**config.mk**
```make
export PLATFORM = sky130hd
export DESIGN_NAME = fifo_wr_arbiter_flat
export DESIGN_NICKNAME = d
export VERILOG_FILES = /design/src/rtl/fifo_wr_arbiter_if.sv /design/src/rtl/fifo_wr_arbiter.sv /design/src/flat_wrapper.sv
export SDC_FILE = /design/constraint.sdc
export NUM_CORES = 1
export LEC_CHECK = 0
export CORE_UTILIZATION = 34
export CTS_CLUSTER_SIZE = 14
export DETAILED_ROUTE_END_ITERATION = 12
export PLACE_DENSITY_LB_ADDON = 0.15
export SYNTH_ARGS = -nofsm -noshare
export SYNTH_HDL_FRONTEND = slang
export SYNTH_SLANG_ARGS = --single-unit
```
**constraint.sdc**
```tcl
create_clock -name w_clk -period 2.63 [get_ports w_clk]
set_clock_uncertainty 0.2 [all_clocks]
set_input_delay 0.526 -clock w_clk [delete_from_list [all_inputs] [get_ports w_clk]]
set_output_delay 0.526 -clock w_clk [all_outputs]
set_load 0.005 [all_outputs]
```
**src/rtl/fifo_wr_arbiter_if.sv**
```systemverilog
// fifo_wr_arbiter_if: requester and FIFO write-port bundle
// master drives requests and full, slave is the arbiter
interface fifo_wr_arbiter_if #(
  parameter int NREQ       = 4,
  parameter int DATA_WIDTH = 8
);
  localparam int GW = $clog2(NREQ);

  logic [NREQ-1:0]            req_valid;
  logic [NREQ-1:0]            req_last;
  logic [NREQ*DATA_WIDTH-1:0] req_data;
  logic [NREQ-1:0]            req_ready;
  logic                       full;
  logic                       w_en;
  logic [DATA_WIDTH-1:0]      w_data;
  logic [GW-1:0]              grant_id;
  logic                       busy;

  modport master (
    output req_valid, req_last, req_data, full,
    input  req_ready, w_en, w_data, grant_id, busy
  );

  modport slave (
    input  req_valid, req_last, req_data, full,
    output req_ready, w_en, w_data, grant_id, busy
  );
endinterface

```
**src/rtl/fifo_wr_arbiter.sv**
```systemverilog
// fifo_wr_arbiter: round-robin write-port arbiter
// with bounded bursts in front of the FIFO write pointer
module fifo_wr_arbiter #(
  parameter int NREQ       = 4,
  parameter int DATA_WIDTH = 8,
  parameter int MAX_BURST  = 4
) (
  input  logic            w_clk,
  input  logic            wrst,
  fifo_wr_arbiter_if.slave bus
);
  localparam int GW = $clog2(NREQ);
  localparam int BW = $clog2(MAX_BURST + 1);
  localparam logic [GW:0] NREQ_W = (GW+1)'(NREQ);
  localparam logic [GW-1:0] LAST_ID = GW'(NREQ - 1);
  localparam logic [BW-1:0] LAST_BEAT = BW'(MAX_BURST - 1);

  typedef enum logic {
    IDLE,
    GRANT
  } state_t;

  state_t          r_state;
  state_t          w_state_nxt;
  logic [GW-1:0]   r_rr_ptr;
  logic [GW-1:0]   w_rr_ptr_nxt;
  logic [GW-1:0]   r_grant_id;
  logic [GW-1:0]   w_grant_nxt;
  logic [BW-1:0]   r_beat_cnt;
  logic [BW-1:0]   w_beat_nxt;

  logic            w_found;
  logic [GW-1:0]   w_pick;
  logic [GW:0]     w_sum;
  logic [GW-1:0]   w_idx;
  logic            w_cur_valid;
  logic            w_cur_last;
  logic            w_xfer;
  logic [GW-1:0]   w_next_id;
  logic [DATA_WIDTH-1:0] w_words [NREQ];

  // unpack requester words so the data mux is a plain index
  always_comb begin
    for (int i = 0; i < NREQ; i++) begin
      w_words[i] = bus.req_data[i*DATA_WIDTH +: DATA_WIDTH];
    end
  end

  // first valid requester at or after rr_ptr, wrapping at NREQ
  always_comb begin
    w_found = 1'b0;
    w_pick  = r_rr_ptr;
    w_sum   = '0;
    w_idx   = '0;
    for (int k = 0; k < NREQ; k++) begin
      w_sum = {1'b0, r_rr_ptr} + (GW+1)'(k);
      if (w_sum >= NREQ_W) begin
        w_sum = w_sum - NREQ_W;
      end
      w_idx = w_sum[GW-1:0];
      if (!w_found && bus.req_valid[w_idx]) begin
        w_found = 1'b1;
        w_pick  = w_idx;
      end
    end
  end

  assign w_cur_valid = bus.req_valid[r_grant_id];
  assign w_cur_last  = bus.req_last[r_grant_id];
  assign w_xfer      = (r_state == GRANT)
                     & w_cur_valid & ~bus.full;
  assign w_next_id   = (r_grant_id == LAST_ID)
                     ? '0 : r_grant_id + 1'b1;

  // next state, grant bookkeeping and write-port outputs
  always_comb begin
    w_state_nxt   = r_state;
    w_rr_ptr_nxt  = r_rr_ptr;
    w_grant_nxt   = r_grant_id;
    w_beat_nxt    = r_beat_cnt;
    bus.req_ready = '0;
    bus.w_en      = 1'b0;
    bus.w_data    = w_words[r_grant_id];
    bus.busy      = 1'b0;
    unique case (r_state)
      IDLE: begin
        if (w_found) begin
          w_state_nxt = GRANT;
          w_grant_nxt = w_pick;
          w_beat_nxt  = '0;
        end
      end
      GRANT: begin
        bus.busy = 1'b1;
        bus.req_ready[r_grant_id] = ~bus.full;
        bus.w_en = w_xfer;
        if (!w_cur_valid) begin
          w_state_nxt  = IDLE;
          w_rr_ptr_nxt = w_next_id;
          w_beat_nxt   = '0;
        end else if (w_xfer) begin
          w_beat_nxt = r_beat_cnt + 1'b1;
          if (w_cur_last || r_beat_cnt == LAST_BEAT) begin
            w_state_nxt  = IDLE;
            w_rr_ptr_nxt = w_next_id;
            w_beat_nxt   = '0;
          end
        end
      end
      default: begin
        w_state_nxt = IDLE;
      end
    endcase
  end

  assign bus.grant_id = r_grant_id;

  // state and arbitration registers, synchronous reset
  always_ff @(posedge w_clk) begin
    if (wrst) begin
      r_state    <= IDLE;
      r_rr_ptr   <= '0;
      r_grant_id <= '0;
      r_beat_cnt <= '0;
    end else begin
      r_state    <= w_state_nxt;
      r_rr_ptr   <= w_rr_ptr_nxt;
      r_grant_id <= w_grant_nxt;
      r_beat_cnt <= w_beat_nxt;
    end
  end
endmodule

```
**src/flat_wrapper.sv**
```systemverilog
// flat-port wrapper written by rule: the top's interface ports become plain ports
module fifo_wr_arbiter_flat 
#(
  parameter int NREQ       = 4,
  parameter int DATA_WIDTH = 8,
  parameter int MAX_BURST  = 4
)
  (w_clk, wrst, bus_req_valid, bus_req_last, bus_req_data, bus_full, bus_req_ready, bus_w_en, bus_w_data, bus_grant_id, bus_busy);
  fifo_wr_arbiter_if #(.NREQ(NREQ), .DATA_WIDTH(DATA_WIDTH)) bus_i ();
  input  logic w_clk;
  input  logic wrst;
  input wire logic [$bits(bus_i.req_valid)-1:0] bus_req_valid;
  input wire logic [$bits(bus_i.req_last)-1:0] bus_req_last;
  input wire logic [$bits(bus_i.req_data)-1:0] bus_req_data;
  input wire logic [$bits(bus_i.full)-1:0] bus_full;
  output wire logic [$bits(bus_i.req_ready)-1:0] bus_req_ready;
  output wire logic [$bits(bus_i.w_en)-1:0] bus_w_en;
  output wire logic [$bits(bus_i.w_data)-1:0] bus_w_data;
  output wire logic [$bits(bus_i.grant_id)-1:0] bus_grant_id;
  output wire logic [$bits(bus_i.busy)-1:0] bus_busy;
  assign bus_i.req_valid = bus_req_valid;
  assign bus_i.req_last = bus_req_last;
  assign bus_i.req_data = bus_req_data;
  assign bus_i.full = bus_full;
  assign bus_req_ready = bus_i.req_ready;
  assign bus_w_en = bus_i.w_en;
  assign bus_w_data = bus_i.w_data;
  assign bus_grant_id = bus_i.grant_id;
  assign bus_busy = bus_i.busy;
  fifo_wr_arbiter #(.NREQ(NREQ), .DATA_WIDTH(DATA_WIDTH), .MAX_BURST(MAX_BURST)) u_core (.w_clk(w_clk), .wrst(wrst), .bus(bus_i));
endmodule
```
==> results of run 1 <==
## per-layer routing
layer / vias to the layer above / GRT usage / part of all wire
met5: - / 0 / 0
met4: 0 / 0.0833 / 0.011
met3: 3 / 0.0417 / 0.084
met2: 40 / 0.331 / 0.47
met1: 435 / 0.268 / 0.43
li1: 454 / - / -
## worst min-delay path: stages (launching register included)
cell and delay, ns:
dfxtp_1 0.33, nand2_1 0.06, mux2i_1 0.05
## sequential cells by signal, summed over array words and instances, names as in the netlist
signal               cells
u_core.r_state           1
u_core.bus.grant_id      2
u_core.r_beat_cnt        3
u_core.r_rr_ptr          2
## logic make-up after synthesis
family          after synthesis  synth area share
buf+inv                      10            0.0549
flops                         8             0.195
simple gates                 35             0.250
mux                          14             0.309
compound gates               12            0.0991
fa+ha+maj                     6            0.0915
## final cells by class
| class | count | share of cell area |
|---|---|---|
| well taps | 28 | 0.0233 |
| repair buffers | 67 | 0.429 |
| multi-input cells | 67 | 0.410 |
| inverters | 6 | 0.0150 |
| clock buffers | 3 | 0.0150 |
| flip-flops and latches | 8 | 0.107 |
## metrics by stage
step / hold WS, ns / util / worst slack [ns] / instances / total power, mW
2_1_floorplan: 0.253 / - / 0.365 / 85 / 0.244
3_3_place_gp: 0.280 / 0.663 / -0.104 / 176 / 0.378
3_5_place_dp: 0.290 / 0.663 / -0.0935 / 176 / 0.385
4_1_cts: 0.299 / 0.673 / 0.0299 / 179 / 0.481
5_1_grt: 0.338 / 0.675 / -0.0351 / 179 / 0.515
6_report: 0.290 / 0.675 / 0.0448 / 179 / 0.480
## worst paths after layout
kind | startpoint | endpoint | cells after the start
max | bus_req_data[24] | bus_w_data[0] | 3
min | u_core.r_beat_cnt[0]$_SDFFE_PP0P_ | u_core.r_beat_cnt[0]$_SDFFE_PP0P_ | 2
max reg2reg | u_core.bus.grant_id[0]$_SDFFE_PP0P_ | u_core.r_beat_cnt[1]$_SDFFE_PP0P_ | 5
min reg2reg | u_core.r_beat_cnt[0]$_SDFFE_PP0P_ | u_core.r_beat_cnt[0]$_SDFFE_PP0P_ | 2
## cells in the final DEF, fill, tap and decap left out, drive strengths merged, types with 2 or more instances in the layout
cell type,count
nand3,2
nand2,5
inv,6
mux4,9
clkdlybuf4s50,57
clkbuf,3
ha,6
nor3,3
nor3b,2
mux2i,4
a21oi,2
nor2,4
dfxtp,8
and2,5
nor2b,7
buf,9
o211ai,2
o21ai,2
## cells in the mapped netlist, drive strengths merged, types with 3 or more instances
library cell,number,share of area
ha,6,0.091
dfxtp,8,0.20
mux2i,4,0.049
inv,6,0.027
and2,5,0.038
mux4,9,0.25
nor2,4,0.018
nor2b,7,0.053
nor3,3,0.018
nand2,5,0.023
## where the power goes
part | switching [mW] | internal, mW | total, mW
registers | 0.0116 | 0.130 | 0.142
clock network | 0.0463 | 0.0525 | 0.0989
logic | 0.0759 | 0.164 | 0.240
total | 0.134 | 0.346 | 0.480
## what timing repair did
| action | 4_1_cts | 5_1_grt |
|---|---|---|
| endpoints found under the setup margin | 1 | 11 |
| pin swaps | 0 | 0 |
| resized for setup | 1 | 2 |
| buffers inserted | 0 | 0 |
==> metrics.md, run 1 <==
| Metric | Value |
|---|---|
| Gr usage total | 0.206 |
| Worst Path Arrival | 1.86 ns |
| Post-synth EDFFs | 0 |
| Pins Over Slew Limit | 0 |
| Total congestion overflow | 0 |
| CTS Buffer Depth | 2 |
| Post-route minimum period | 2.59 ns |
| #FFs+latches synth | 8 |
| Layout Area Growth over Synthesis | 83.5% |
| Post-synthesis sequential area ratio | 0.195 |
| Total I/O pin count | 59 |
| RSZ-0062 raised after global routing | yes |
| Critical path class | in -> out |
| Setup TNS | 0 ns |
| Rel. slew slack | 0.743 |
| Initial antenna violation count | 0 |
| Via count | 932 |
| CP Cell Sequence | clkdlybuf4s50_1 -> mux4_2 -> clkdlybuf4s50_1 |
| Pwr dens | 319 nW/µm² |
| Crit end category | primary output |
| Drc violations | 0 |
| Clock Pin Slew Worst Setup and Hold Paths | 0.05 ns |
| Startpoint types | primary input |
| Pin count of the biggest net entering global routing | 11 |
| Req. time, crit path | 1.90 ns |
| CP max FO | 1 |
| Dpl hpwl | 2130 µm |
| Setup Viol. Count Final | 0 |
| Share of layout cells above drive strength 1 | 0.179 |
| Root Buffer | clkbuf_4 |
| Hold Path Class | reg -> reg |
| Fmax | 0.387 GHz |
| MaxCap Viol Count | 0 |
| Post-DP Area | 1480 µm² |
| Post-layout nets | 202 |
| Register area | 161 µm² |
| Vias in the first global route | 875 |
| Main synth FF type | dfxtp_1 |
| Least-Margin Pin Slew | 0.376 ns |
| Num CTS Buffers | 3 |
| IO Port Bufs | 58 |
| Period utilisation layout | 0.983 |
| Core box area | 2230 µm² |
| GPL Wtd Cong | 0.742 |
| 1st-iter DRT viols | 19 |
| R2R Setup Slk | 0.48 ns |
| Worst ir drop on vdd | 0.232 mV |
| Die width | 51.1 µm |
| ANT nets after route | 0 |
| Synth cell types | 32 |
| Std-Cell Rows | 17 |
| H-tree lvl count | 1 |
| Fill cells | 194 |
| Die area | 2610 µm² |
| P_leak | 0.566 nW |
| Antenna cells | 0 |
| Post-synth ARST share | 0 |
| Final wirelength | 2500 µm |
| Critical path buffers and inverters | 2 |
| First-pass GRT wire length | 3990 µm |
| Yosys warnings | 0 |
| # hold bufs at CTS | 0 |
| Crit-path slowest cell | mux4_2 |
| Clock Sinks | 8 |
| Final Hold Fails | 0 |
| Via-per-instance ratio | 5.21 |
| Synth Instances | 85 |
| Chip height | 51.1 µm |
| Worst skew pair latency | 0.26 ns |
| Worst path most repeated cell | clkdlybuf4s50_1 |
| Mean post-synth cell area | 9.66 µm² |
| Mapped Area | 821 µm² |
| Delay-heaviest family, CP | buffers and inverters |
| 1st-pass router iterations | 4 |
| Syn Nets | 134 |
| Outcome | completed |
| Final non-filler cell area | 1510 µm² |
| CTS tree | done |
| Area of the multi-input gates | 618 µm² |
| Routed wire length per instance | 14.0 µm |
| Initial core utilization | 0.368 |
| CP peak stage delay | 0.47 ns |
Note: power is estimated with default switching activity, not from simulation.
==> run 2: changes to the inputs <==
--- a/config.mk
+++ b/config.mk
@@ -8,7 +8,7 @@
 export CORE_UTILIZATION = 34
 export CTS_CLUSTER_SIZE = 14
 export DETAILED_ROUTE_END_ITERATION = 12
-export PLACE_DENSITY_LB_ADDON = 0.15
+export PLACE_DENSITY = 0.8
 export SYNTH_ARGS = -nofsm -noshare
 export SYNTH_HDL_FRONTEND = slang
 export SYNTH_SLANG_ARGS = --single-unit
==> run 2 against run 1 <==
- clock-buffer cell count unchanged
- global-route usage fell by 0.34 points
- first-iteration DRC count is 11% lower
- clock power shrank 2.6%
- hold slack got worse by 0.0011 ns
- total power grew 3.0%
- sequential power about the same
- via count rose by 0.64%
- largest cell class unchanged
- highest routed layer unchanged
==> metrics.md, run 2 (same netlist as run 1, synthesis figures left out) <==
| Metric | Value |
|---|---|
| Outcome | completed (unchanged) |
| Final non-filler cell area | 1570 µm² (was 1510 µm²) |
| Crit end category | primary output (unchanged) |
| Most frequent cells in the layout | clkdlybuf4s50_1, mux4_2, buf_4 (unchanged) |
| Drc violations | 0 (unchanged) |
| Total I/O pin count | 59 (unchanged) |
| Post-DP Area | 1480 µm² (unchanged) |
| Worst skew pair latency | 0.25 ns (was 0.26 ns) |
| Startpoint types | primary input (unchanged) |
| Share of layout cells above drive strength 1 | 0.201 (was 0.179) |
| First-pass GRT wire length | 4040 µm (was 3990 µm) |
| Internal power | 360 µW (was 346 µW) |
| Placed Cells | 176 (unchanged) |
| Via count | 938 (was 932) |
| NetSw | 135 µW (was 134 µW) |
| Core box area | 2230 µm² (unchanged) |
| CTS tree | done (unchanged) |
| Sw Share | 0.273 (was 0.279) |
| Delay-heaviest family, CP | buffers and inverters (unchanged) |
| Clock Sinks | 8 (unchanged) |
| Combinational share of power | 0.521 (was 0.499) |
| IO Port Bufs | 58 (unchanged) |
| Crit-path slowest cell | mux4_2 (unchanged) |
| Final Hold Fails | 0 (unchanged) |
| Num CTS Buffers | 3 (unchanged) |
| P_leak | 0.608 nW (was 0.566 nW) |
| Fmax | 0.387 GHz (about the same) |
| Post-route minimum period | 2.58 ns (was 2.59 ns) |
| Initial core utilization | 0.368 (unchanged) |
| Most flops, register | u_core.r_beat_cnt (unchanged) |
| Final wirelength | 2570 µm (was 2500 µm) |
| Die area | 2610 µm² (unchanged) |
| Total congestion overflow | 0 (unchanged) |
| Die width | 51.1 µm (unchanged) |
| Worst Path Arrival | 1.86 ns (about the same) |
| Via-per-instance ratio | 5.15 (was 5.21) |
| CP peak stage delay | 0.47 ns (about the same) |
| Clock Pin Slew Worst Setup and Hold Paths | 0.05 ns (about the same) |
| FF-to-FF End | u_core.r_beat_cnt[1]$_SDFFE_PP0P_ (unchanged) |
| CTS Buffer Depth | 2 (unchanged) |
| MaxCap Viol Count | 0 (unchanged) |
| WP depth | 3 (unchanged) |
| Std-Cell Rows | 17 (unchanged) |
| CP max FO | 1 (unchanged) |
| Vias in the first global route | 941 (was 875) |
| Worst ir drop on vdd | 0.246 mV (was 0.232 mV) |
| Initial antenna violation count | 0 (unchanged) |
| Leading cell type in the layout, fill and taps excluded | clkdlybuf4s50_1 (unchanged) |
| Pin count of the biggest net entering global routing | 10 (was 11) |
| RSZ-0062 raised after global routing | no (was yes) |
| Setup crit start | bus_req_data[27] (was bus_req_data[24]) |
| Chip height | 51.1 µm (unchanged) |
| CP Cell Sequence | clkdlybuf4s50_1 -> mux4_2 -> clkdlybuf4s50_1 (unchanged) |
| Gr usage total | 0.203 (was 0.206) |
| Max FFs per register | 3 (unchanged) |
| Routed wire length per instance | 14.1 µm (was 14.0 µm) |
| H-tree lvl count | 1 (unchanged) |
| Worst path most repeated cell | clkdlybuf4s50_1 (unchanged) |
| Pins Over Slew Limit | 0 (unchanged) |
| 1st-pass router iterations | 4 (unchanged) |
| Launch point of the worst reg-to-reg path | u_core.bus.grant_id[1]$_SDFFE_PP0P_ (was u_core.bus.grant_id[0]$_SDFFE_PP0P_) |
| Setup Viol. Count Final | 0 (unchanged) |
| Dpl hpwl | 2130 µm (about the same) |
| Period utilisation layout | 0.982 (was 0.983) |
| Req. time, crit path | 1.90 ns (about the same) |
| Critical path class | in -> out (unchanged) |
| Worst setup endpoint | bus_w_data[3] (was bus_w_data[0]) |
| Critical path buffers and inverters | 2 (unchanged) |
| Layout Area Growth over Synthesis | 90.7% (was 83.5%) |
| Antenna cells | 0 (unchanged) |
| GPL Wtd Cong | 0.803 (was 0.742) |
| Least-Margin Pin Slew | 0.296 ns (was 0.376 ns) |
| Seq pwr share | 0.284 (was 0.295) |
| Hold Path Class | reg -> reg (unchanged) |
| Root Buffer | clkbuf_4 (unchanged) |
| Final cell count without fillers | 182 (was 179) |
| Pwr dens | 316 nW/µm² (was 319 nW/µm²) |
| R2R Setup Slk | 0.48 ns (about the same) |
| Clock Power Share | 0.195 (was 0.206) |
| 1st-iter DRT viols | 17 (was 19) |
| Rel. slew slack | 0.798 (was 0.743) |
| R2R cell count | 5 (unchanged) |
| Post-layout nets | 205 (was 202) |
| ANT nets after route | 0 (unchanged) |
run 2: cell types whose count changed in the layout (fill, tap and decap cells not counted):
| cell | delta |
|---|---|
| buf_12 | +2 |
| buf_6 | +1 |
| clkdlybuf4s50_1 | -2 |
| dlymetal6s2s_1 | +2 |
| nor2b_1 | -1 |
| nor2b_2 | +1 |
run 2: layout make-up:
class,instances,area (µm²)
inverter,6,22.5
tap,28,35.0
clock buffer,3,22.5
timing repair buffer,70,703
multi-input combinational,67,621
sequential,8,161
fill,178,668
run 2: metal layers:
metal / global-route usage / vias up / routed length [µm]
li1: - / 460 / -
met1: 0.228 / 425 / 1060
met2: 0.377 / 51 / 1220
met3: 0.0536 / 2 / 270
met4: 0.0417 / 0 / 17
met5: 0 / - / 0
run 2: through the flow:
stage	worst slack, ns	total power [mW]	setup TNS [ns]	utilization	hold slack [ns]
2_1_floorplan	0.365	0.244	0	-	0.253
3_3_place_gp	-0.133	0.381	-0.179	0.663	0.275
3_5_place_dp	-0.138	0.386	-0.281	0.663	0.284
4_1_cts	0.0249	0.480	0	0.673	0.292
5_1_grt	0.00681	0.525	0	0.701	0.313
6_report	0.0467	0.495	0	0.701	0.289
run 2: how the worst min path moves through the flow:
stage	depth (start not counted)	to	start
floorplan	2	u_core.r_beat_cnt[0]$_SDFFE_PP0P_	u_core.r_beat_cnt[0]$_SDFFE_PP0P_
global placement	2	u_core.r_beat_cnt[0]$_SDFFE_PP0P_	u_core.r_beat_cnt[0]$_SDFFE_PP0P_
detailed placement	2	u_core.r_beat_cnt[0]$_SDFFE_PP0P_	u_core.r_beat_cnt[0]$_SDFFE_PP0P_
CTS	2	u_core.r_beat_cnt[0]$_SDFFE_PP0P_	u_core.r_beat_cnt[0]$_SDFFE_PP0P_
global route	2	u_core.r_beat_cnt[0]$_SDFFE_PP0P_	u_core.r_beat_cnt[0]$_SDFFE_PP0P_
finish	2	u_core.r_beat_cnt[0]$_SDFFE_PP0P_	u_core.r_beat_cnt[0]$_SDFFE_PP0P_
run 2: power by group through the flow:
| stage | clock [mW] | sequential (mW) | combinational (mW) |
|---|---|---|---|
| 5_1_grt | 0.104 | 0.142 | 0.279 |
| 4_1_cts | 0.0969 | 0.140 | 0.243 |
| 3_5_place_dp | 0 | 0.143 | 0.243 |
| 2_1_floorplan | 0 | 0.141 | 0.103 |
| 3_3_place_gp | 0 | 0.142 | 0.239 |
| 6_report | 0.0963 | 0.140 | 0.258 |
run 2: tightest hold or removal path, stage by stage, from the launching register on:
cell and delay, ns:
dfxtp_1 0.32, nand2_1 0.06, mux2i_1 0.06
run 2: repair_timing:
action | 4_1_cts | 5_1_grt
hold buffers | 0 | 0
setup buffers | 0 | 3
endpoints found under the hold margin | 0 | 0
setup endpoints to repair | 1 | 4
gates resized for setup | 1 | 6
==> run 3: changes to the inputs <==
--- a/config.mk
+++ b/config.mk
@@ -6,6 +6,7 @@
 export NUM_CORES = 1
 export LEC_CHECK = 0
 export CORE_UTILIZATION = 34
+export CTS_CLUSTER_DIAMETER = 120
 export CTS_CLUSTER_SIZE = 14
 export DETAILED_ROUTE_END_ITERATION = 12
 export PLACE_DENSITY = 0.8
==> results of run 3 <==
The final DEF is identical to that of run 2; final timing and power are the same.
